$ cat src/rtl/vga_pkg.sv
// Shared VGA timing defaults, VRAM geometry and the DAC expansion helper.
// No logic of its own; imported by the timing generator and the VRAM reader.
package vga_pkg;

    localparam int PIX_DIV = 4;
    localparam int SCALE   = 5;

    localparam int H_VIS   = 640;
    localparam int H_FP    = 16;
    localparam int H_SYNC  = 96;
    localparam int H_BP    = 48;
    localparam int H_TOTAL = H_VIS + H_FP + H_SYNC + H_BP;

    localparam int V_VIS   = 480;
    localparam int V_FP    = 10;
    localparam int V_SYNC  = 2;
    localparam int V_BP    = 33;
    localparam int V_TOTAL = V_VIS + V_FP + V_SYNC + V_BP;

    localparam int HS_START = H_VIS + H_FP;
    localparam int HS_END   = HS_START + H_SYNC - 1;
    localparam int VS_START = V_VIS + V_FP;
    localparam int VS_END   = VS_START + V_SYNC - 1;

    localparam int VRAM_COLS = 128;
    localparam int VRAM_ROWS = 96;
    localparam int ADDR_W    = 14;
    localparam int COL_W     = 7;
    localparam int ROW_W     = 7;
    localparam int DAC_W     = 4;

    localparam int CNT_W = 10;
    localparam int SC_W  = 3;
    localparam int DIV_W = 2;

    // One VRAM bit drives the whole DAC word, forced dark outside the visible area.
    function automatic logic [DAC_W-1:0] dac_expand(input logic bit_in, input logic vis);
        return (bit_in && vis) ? {DAC_W{1'b1}} : {DAC_W{1'b0}};
    endfunction

endpackage

$ cat src/rtl/vga_timing.sv
// Pixel-clock divider plus horizontal/vertical counters; counters step once per tick.
// Sync and visible terms are combinational from the current counter values.
module vga_timing
    import vga_pkg::*;
#(
    parameter int PIX_DIV_P = PIX_DIV,
    parameter int H_VIS_P   = H_VIS,
    parameter int H_FP_P    = H_FP,
    parameter int H_SYNC_P  = H_SYNC,
    parameter int H_BP_P    = H_BP,
    parameter int V_VIS_P   = V_VIS,
    parameter int V_FP_P    = V_FP,
    parameter int V_SYNC_P  = V_SYNC,
    parameter int V_BP_P    = V_BP
) (
    input  logic             clk,
    input  logic             reset,
    output logic [DIV_W-1:0] div,
    output logic             tick,
    output logic [CNT_W-1:0] h,
    output logic [CNT_W-1:0] v,
    output logic             line_end,
    output logic             v_last,
    output logic             visible,
    output logic             hsync_raw,
    output logic             vsync_raw
);

    localparam int H_TOT = H_VIS_P + H_FP_P + H_SYNC_P + H_BP_P;
    localparam int V_TOT = V_VIS_P + V_FP_P + V_SYNC_P + V_BP_P;

    localparam logic [DIV_W-1:0] DIV_LAST = DIV_W'(PIX_DIV_P - 1);
    localparam logic [CNT_W-1:0] H_LAST   = CNT_W'(H_TOT - 1);
    localparam logic [CNT_W-1:0] V_LAST   = CNT_W'(V_TOT - 1);
    localparam logic [CNT_W-1:0] H_VIS_C  = CNT_W'(H_VIS_P);
    localparam logic [CNT_W-1:0] V_VIS_C  = CNT_W'(V_VIS_P);
    localparam logic [CNT_W-1:0] HS_LO    = CNT_W'(H_VIS_P + H_FP_P);
    localparam logic [CNT_W-1:0] HS_HI    = CNT_W'(H_VIS_P + H_FP_P + H_SYNC_P - 1);
    localparam logic [CNT_W-1:0] VS_LO    = CNT_W'(V_VIS_P + V_FP_P);
    localparam logic [CNT_W-1:0] VS_HI    = CNT_W'(V_VIS_P + V_FP_P + V_SYNC_P - 1);

    assign tick      = (div == DIV_LAST);
    assign line_end  = (h == H_LAST);
    assign v_last    = (v == V_LAST);
    assign visible   = (h < H_VIS_C) && (v < V_VIS_C);
    assign hsync_raw = !((h >= HS_LO) && (h <= HS_HI));
    assign vsync_raw = !((v >= VS_LO) && (v <= VS_HI));

    always_ff @(posedge clk) begin
        if (reset) begin
            div <= '0;
            h   <= '0;
            v   <= '0;
        end else begin
            div <= tick ? '0 : div + 1'b1;
            if (tick) begin
                if (line_end) begin
                    h <= '0;
                    v <= v_last ? '0 : v + 1'b1;
                end else begin
                    h <= h + 1'b1;
                end
            end
        end
    end

endmodule

$ cat src/rtl/vga_vram_reader.sv
// VRAM scan-out: scaled row/col address at tick edge, BRAM read next clk, DAC/sync registered 2 clk after tick.
// Free-running raster; no backpressure, outputs hold for PIX_DIV clocks per pixel.
module vga_vram_reader
    import vga_pkg::*;
#(
    parameter int PIX_DIV_P = PIX_DIV,
    parameter int SCALE_P   = SCALE,
    parameter int H_VIS_P   = H_VIS,
    parameter int H_FP_P    = H_FP,
    parameter int H_SYNC_P  = H_SYNC,
    parameter int H_BP_P    = H_BP,
    parameter int V_VIS_P   = V_VIS,
    parameter int V_FP_P    = V_FP,
    parameter int V_SYNC_P  = V_SYNC,
    parameter int V_BP_P    = V_BP
) (
    input  logic              clk,
    input  logic              reset,
    output logic [ADDR_W-1:0] address,
    input  logic              red,
    input  logic              green,
    input  logic              blue,
    output logic [DAC_W-1:0]  vga_red,
    output logic [DAC_W-1:0]  vga_green,
    output logic [DAC_W-1:0]  vga_blue,
    output logic              hsync,
    output logic              vsync
);

    localparam logic [SC_W-1:0]  SC_LAST    = SC_W'(SCALE_P - 1);
    localparam logic [CNT_W-1:0] H_VIS_C    = CNT_W'(H_VIS_P);
    localparam logic [CNT_W-1:0] V_VIS_C    = CNT_W'(V_VIS_P);
    localparam logic [CNT_W-1:0] H_VIS_LAST = CNT_W'(H_VIS_P - 1);
    localparam logic [CNT_W-1:0] V_VIS_LAST = CNT_W'(V_VIS_P - 1);
    // Outputs load on the edge leaving div==1: the BRAM sampled the address one clock earlier.
    localparam logic [DIV_W-1:0] OUT_DIV    = DIV_W'(1);

    logic [DIV_W-1:0] div;
    logic             tick;
    logic [CNT_W-1:0] h;
    logic [CNT_W-1:0] v;
    logic             line_end;
    logic             v_last;
    logic             visible;
    logic             hsync_raw;
    logic             vsync_raw;

    vga_timing #(
        .PIX_DIV_P (PIX_DIV_P),
        .H_VIS_P   (H_VIS_P),
        .H_FP_P    (H_FP_P),
        .H_SYNC_P  (H_SYNC_P),
        .H_BP_P    (H_BP_P),
        .V_VIS_P   (V_VIS_P),
        .V_FP_P    (V_FP_P),
        .V_SYNC_P  (V_SYNC_P),
        .V_BP_P    (V_BP_P)
    ) u_timing (
        .clk       (clk),
        .reset     (reset),
        .div       (div),
        .tick      (tick),
        .h         (h),
        .v         (v),
        .line_end  (line_end),
        .v_last    (v_last),
        .visible   (visible),
        .hsync_raw (hsync_raw),
        .vsync_raw (vsync_raw)
    );

    logic [SC_W-1:0]  sx, sx_nxt;
    logic [SC_W-1:0]  sy, sy_nxt;
    logic [COL_W-1:0] col, col_nxt;
    logic [ROW_W-1:0] row, row_nxt;

    // Next-state values describe the pixel h/v move to on this tick, so address tracks the new position.
    always_comb begin
        sx_nxt  = sx;
        sy_nxt  = sy;
        col_nxt = col;
        row_nxt = row;
        if (line_end) begin
            sx_nxt  = '0;
            col_nxt = '0;
            if (v_last || (v == V_VIS_LAST)) begin
                sy_nxt  = '0;
                row_nxt = '0;
            end else if (v < V_VIS_C) begin
                if (sy == SC_LAST) begin
                    sy_nxt  = '0;
                    row_nxt = row + 1'b1;
                end else begin
                    sy_nxt = sy + 1'b1;
                end
            end
        end else if (h < H_VIS_C) begin
            if (sx == SC_LAST) begin
                sx_nxt  = '0;
                col_nxt = (h == H_VIS_LAST) ? '0 : col + 1'b1;
            end else begin
                sx_nxt = sx + 1'b1;
            end
        end
    end

    always_ff @(posedge clk) begin
        if (reset) begin
            sx      <= '0;
            sy      <= '0;
            col     <= '0;
            row     <= '0;
            address <= '0;
        end else if (tick) begin
            sx      <= sx_nxt;
            sy      <= sy_nxt;
            col     <= col_nxt;
            row     <= row_nxt;
            address <= {row_nxt, col_nxt};
        end
    end

    always_ff @(posedge clk) begin
        if (reset) begin
            vga_red   <= '0;
            vga_green <= '0;
            vga_blue  <= '0;
            hsync     <= 1'b1;
            vsync     <= 1'b1;
        end else if (div == OUT_DIV) begin
            vga_red   <= dac_expand(red, visible);
            vga_green <= dac_expand(green, visible);
            vga_blue  <= dac_expand(blue, visible);
            hsync     <= hsync_raw;
            vsync     <= vsync_raw;
        end
    end

endmodule

$ cat config.mk
export PLATFORM = sky130hd
export DESIGN_NAME = vga_vram_reader
export DESIGN_NICKNAME = d
export VERILOG_FILES = /design/src/rtl/vga_pkg.sv /design/src/rtl/vga_timing.sv /design/src/rtl/vga_vram_reader.sv
export SDC_FILE = /design/constraint.sdc
export NUM_CORES = 1
export LEC_CHECK = 0
export BUFFER_PORTS_ARGS = -buffer_cell sky130_fd_sc_hd__buf_2
export CAP_MARGIN = 20
export CORE_MARGIN = 3
export CORE_UTILIZATION = 61
export CTS_CLUSTER_DIAMETER = 60
export DETAILED_ROUTE_END_ITERATION = 8
export PLACE_DENSITY = 0.8
export SLEW_MARGIN = 20
export SYNTH_ARGS = -nofsm -noshare
export SYNTH_HDL_FRONTEND = slang
export SYNTH_HIERARCHICAL = 1
export SYNTH_SLANG_ARGS = --single-unit
$ cat constraint.sdc
create_clock -name clk -period 3.45 [get_ports clk]
set_input_delay 0.69 -clock clk [delete_from_list [all_inputs] [get_ports clk]]
set_output_delay 0.69 -clock clk [all_outputs]
set_load 0.02 [all_outputs]
-- Yosys cells after proc, flatten, opt, wreduce, memory -nomap -nowiden
Cells that the tools add are included.
- bits of input ports: 5
- output and inout bits: 28
- register bits after elaboration: 70
- logic and storage cells: 68
- add/sub/neg operators: 7
- magnitude comparators: 6
- multiplexer cells: 19
- equality and inequality tests: 8
- reduce and logical (&&, ||, !) cells: 15
- operator list (operator ; count):
    $mux W7 ; 8
    $eq A10 B10 Y1 const B ; 3
    $add A10 B1 Y10 const B ; 2
    $mux W10 ; 2
    $mux W3 ; 6
    $add A7 B1 Y7 const B ; 2
    $mux W4 ; 3
    $eq A10 B9 Y1 const B ; 1
    $ge A10 B10 Y1 const B ; 1
    $ge A10 B9 Y1 const B ; 1
    $le A10 B10 Y1 const B ; 1
    $le A10 B9 Y1 const B ; 1
    $lt A10 B10 Y1 const B ; 1
    $lt A10 B9 Y1 const B ; 1
    $add A3 B1 Y3 const B ; 2
    $eq A3 B3 Y1 const B ; 2
    $logic_and A1 B1 Y1 ; 6
    $reduce_and A2 Y1 ; 2
    $reduce_bool A2 Y1 ; 2
    $reduce_and A3 Y1 ; 1
    $add A2 B1 Y2 const B ; 1
    $eq A2 B1 Y1 const B ; 1
    $eq A2 B2 Y1 const B ; 1
    $logic_not A1 Y1 ; 2
    2 further kinds ; 2

-- Logic depth before layout (Yosys ltp)
- word-level depth: 5
- gate-level depth with buffers: 9
- depth with buffers taken out: 9

-- Modules after synthesis
Netlist, hierarchy kept.
- by module, submodules not included (module ; times used ; area each (µm²) ; cells each ; sequential area each (µm²)):
    vga_vram_reader ; 1 ; 1457.6 ; 170 ; 500.5
    vga_timing ; 1 ; 1191.1 ; 139 ; 440.4

-- Worst setup path before layout
OpenSTA, ideal clock, no wires.
- path type: register to register
- start point: reg u_timing.h[7]
- end point: reg address[5]
- clock period less this slack: 2.035 ns
- setup time: 0.071 ns
- cell stages (with the launch flop): 10
- path slack: 1.415 ns
- data required time: 3.379 ns
- data arrival time: 1.964 ns
- cells stage by stage: dfxtp_1 clkbuf_1 nor3_4 nand4_1 inv_1 and2_4 buf_6 a41oi_4 or4_1 a21oi_1
- elaborated cells between the ends (all ways): 7
- classes of those cells: order compare (1); eq/ne (2); mux (4)
- RTL lines (what ; RTL line ; RTL):
    start, declared ; vga_timing.sv:20 ; output logic [CNT_W-1:0] h,
    start signal, assigned ; vga_timing.sv:61 ; h <= h + 1'b1;
    $eq A10 B10 Y1 ; vga_timing.sv:43 ; assign line_end = (h == H_LAST);
    net line_end ; vga_vram_reader.sv:42 ; logic line_end;
    $mux W7 ; vga_vram_reader.sv:83 ; if (line_end) begin
    end signal, assigned ; vga_vram_reader.sv:119 ; address <= {row_nxt, col_nxt};
    end, declared ; vga_vram_reader.sv:19 ; output logic [ADDR_W-1:0] address,
The timed path passes the listed nets, and every way through them passes these cells.
A chain may end at the register's enable or synchronous reset.

-- Worst setup path in the final report
- start point: reg u_timing.v[0]
- end point: reg address[10]
- cells in the longest elaborated chain, start to end: 4
- elaborated cells between the ends (all ways): 7
- classes of those cells: order compare (1); eq/ne (2); mux (3); reduce/logical (1)
- RTL lines (what ; RTL line ; RTL):
    start, declared ; vga_timing.sv:21 ; output logic [CNT_W-1:0] v,
    start signal, assigned ; vga_timing.sv:59 ; v <= v_last ? '0 : v + 1'b1;
    $eq A10 B10 Y1 ; vga_timing.sv:44 ; assign v_last = (v == V_LAST);
    net v_last ; vga_vram_reader.sv:43 ; logic v_last;
    $logic_or A1 B1 Y1 ; vga_vram_reader.sv:86 ; if (v_last || (v == V_VIS_LAST)) begin
    $mux W7 ; vga_vram_reader.sv:86 ;
    $mux W7 ; vga_vram_reader.sv:83 ;
The timed path passes the listed nets, and every way through them passes these cells.

==> key figures <==
Setup path
  – Critical path class: reg2reg
  – Worst Setup End Kind: register
  – FF-to-FF Start: u_timing/v[0]$_SDFFE_PP0P_
  – R2r worst-path depth: 9
  – Crit-path max FO: 9
  – Worst EP arrival: 2.75 ns
  – Startpoint types: register
  – Worst reg2reg setup slack: 0.92 ns
  – Worst r2r dst: address[10]$_SDFFE_PP0P_
  – Worst Path Required: 3.67 ns

CTS
  – CTS sink count: 47
  – Clk_lat worst skew: 0.30 ns
  – Root buffer cell: clkbuf_8
  – Num CTS Buffers: 5
  – CTS tree: done
  – Hold Buf Count CTS: 0
  – Clock transition at the registers of the reported paths: 0.09 ns
  – Postcts setup bufs: 0
  – PostCTS Resize Cnt: 0
  – H-tree levels: 2
  – Clock buffer depth: 2

Floorplan
  – Die X: 71.9 um
  – Std cell rows: 23
  – Full die area: 5170 um^2
  – Core ar.: between 4000 and 5000 um^2
  – IO Pins: 33
  – Die height: 71.9 um
  – Initial Util: 64.8%

Detailed routing
  – Via count: 2,303
  – Routed Antenna Nets: 0
  – First-pass DRT Iterations: 4
  – Routed WL: 5350 um
  – First DRT Iteration DRCs: 152
  – WL per Instance: 14.0 um
  – # DRC: 0
  – Vias/cell: slightly above 6

Synth
  – Register area share after synthesis: a little over a third
  – Cell taking the most area after synthesis: dfxtp_1
  – Async SR Flop Fraction: 0%
  – Post-synthesis net count: roughly 330
  – Yosys reg bits: 47
  – Dominant register cell in the synthesized netlist: dfxtp_1
  – Area contributors post-synth: dfxtp_1 36%, ha_1 5.2%, nand3_1 4.0%, nand2_1 3.7%, a21oi_1 3.6%
  – Syn Inst Count: 309
  – Mapped Avg Cell Area: 8.57 um^2
  – Distinct cells, synth: 52
  – Top cell type's share of synthesized area: a little over a third
  – Post-synth EDFFs: 0
  – Commonest cells in the netlist: 47 x dfxtp_1, 26 x nand2_1, 21 x nand3_1
  – Syn Std Cell Area: 2650 um^2
  – Most frequent cell after synthesis: dfxtp_1
  – Warnings from Yosys: 6

Power
  – Power consumption: 0.00107 W
  – PD cells: 374 nW/um^2
  – Pint: 0.000804 W
  – Sequential power share: 53.3%
  – Clock share of power: 38.8%
  – Switch share: 24.5%
  – Max IR drop VDD: 0.242 mV
  – Switch Pwr: 0.000261 W
  – Leakage: 1.07 nW
  – Combinational power share: 7.9%

Placement
  – Final HPWL DP: 3810 um
  – I/O Buffers: 32
  – Final Wtd Congestion: 0.901

Timing
  – Max Clk Rate: 0.396 GHz
  – Relative slew margins: 35.8%
  – Worst slew pin tran: 0.950 ns
  – Fin crit period: 2.53 ns
  – Fin. Hold Viols: 0
  – Period utilisation layout: 73.2%
  – Unrepaired setup endpoints after global routing: false
  – Final clock skew: 0.00990 ns
  – Final slew viol count: 0
  – Endpoints failing setup: 0
  – Final TNS setup: 0 ns

Hold path
  – Tightest Hold Check Type: reg2reg
  – WHS Path Cells: 2
  – Hold Path End: sy[1]$_SDFFE_PP0P_
  – Min-delay src: sy[1]$_SDFFE_PP0P_

Finish
  – Area delta synth->final: 7.51%
  – Layout cell share with drive strength beyond 1: between 10% and 20%
  – Ant. Diodes: 0
  – NumNets Final: 346
  – Fill cell total of the finished layout: 343

Global route
  – Initial antenna violation count: 0
  – Gr usage total: 22.6%
  – Pin count of the biggest net entering global routing: 32
  – GRT Residual Overflow: 0
  – Vias in the first global route: 2,103
  – First-pass GRT wire length: approximately 9500 um

Flow run
  – Max-capacitance violation count: 0

Outcome
  – Outcome: complete, no violations
-- metrics by stage --
stage | utilization [%] | instances | instance area [um^2] | hold slack [ns] | worst slack [ns]
final | 69.7 | 381 | 2850 | 0.481 | 0.923
after global routing | 69.7 | 381 | 2850 | 0.509 | 0.655
after CTS | 69.7 | 381 | 2850 | 0.484 | 0.951
after floorplan | - | 309 | 2650 | 0.436 | 1.42
after global placement | 66.8 | 373 | 2730 | 0.453 | 1.11
after detailed placement | 66.8 | 373 | 2730 | 0.469 | 1.01
-- flip-flops by register name, summed over array words and instances (netlist names) --
register and flops:
address 14, vga_red 1, u_timing/v 10, sx 3, vga_blue 1, u_timing/div 2
u_timing/h 10, vsync 1, vga_green 1, sy 3, hsync 1
-- power by group through the flow --
stage | combinational [W] | clock [W] | sequential, W
5_1_grt | 0.0000917 | 0.000447 | 0.000571
6_report | 0.0000841 | 0.000414 | 0.000568
2_1_floorplan | 0.0000643 | 0 | 0.000585
3_5_place_dp | 0.0000845 | 0 | 0.000580
4_1_cts | 0.0000850 | 0.000427 | 0.000568
3_3_place_gp | 0.0000831 | 0 | 0.000580
-- layer usage --
layer | vias up | part of all wire [%] | GRT usage [%]
met4 | 0 | 1.1 | 8.35
met1 | 1079 | 47 | 29.9
li1 | 1166 | - | -
met3 | 5 | 4.8 | 4.85
met2 | 53 | 47 | 36.4
met5 | - | 0 | 0
-- worst max-delay path by stage --
stage,startpoint,endpoint,cells past startpoint
CTS,u_timing/v[0]$_SDFFE_PP0P_,address[10]$_SDFFE_PP0P_,9
global route,u_timing/v[0]$_SDFFE_PP0P_,address[12]$_SDFFE_PP0P_,9
global placement,u_timing/h[8]$_SDFFE_PP0P_,address[12]$_SDFFE_PP0P_,7
detailed placement,u_timing/v[0]$_SDFFE_PP0P_,address[12]$_SDFFE_PP0P_,9
finish,u_timing/v[0]$_SDFFE_PP0P_,address[10]$_SDFFE_PP0P_,9
floorplan,u_timing/h[7]$_SDFFE_PP0P_,address[5]$_SDFFE_PP0P_,9
-- cells in the final DEF (no fill, tap or decap), drive strengths merged, types with 7 or more instances in the layout --
cell,instances
a21oi,19
nor3,9
buf,33
and3,9
nand2,26
inv,19
nand3,22
dfxtp,47
xnor2,7
o21ai,13
nand4b,7
nand4,14
ha,11
nor2,19
-- cell type report --
cell class	count	area, um^2	share of cell area (%)
multi-input combinational	225	1490	52.4
sequential	47	941	33.0
timing repair buffer	33	168	5.89
clock buffer	5	68.8	2.42
inverter	18	67.6	2.37
tap	50	62.6	2.20
clock inverter	3	47.5	1.67
-- worst max-delay path, stage by stage, from the launching register on --
cell      delay (ns)
dfxtp_1         0.40
inv_1           0.08
ha_1            0.21
nor4b_1         0.15
nand4_1         0.25
inv_2           0.13
nor2_1          0.15
nor4b_1         0.79
nand4_1         0.17
o211ai_1        0.13
-- cells by family (layout without fill, tap and decap cells) --
kind of cell | Yosys count | count (layout) | synth area share, %
XOR/XNOR | 13 | 13 | 4.30
AO/OA/AOI/OAI | 56 | 56 | 14.3
AND/OR/NAND/NOR | 144 | 144 | 32.2
adder cells (fa/ha/maj) | 11 | 11 | 5.20
flip-flops | 47 | 47 | 35.5
buffers and inverters | 37 | 59 | 8.12
multiplexers | 1 | 1 | 0.378
Note: power is estimated with default switching activity, not from simulation.
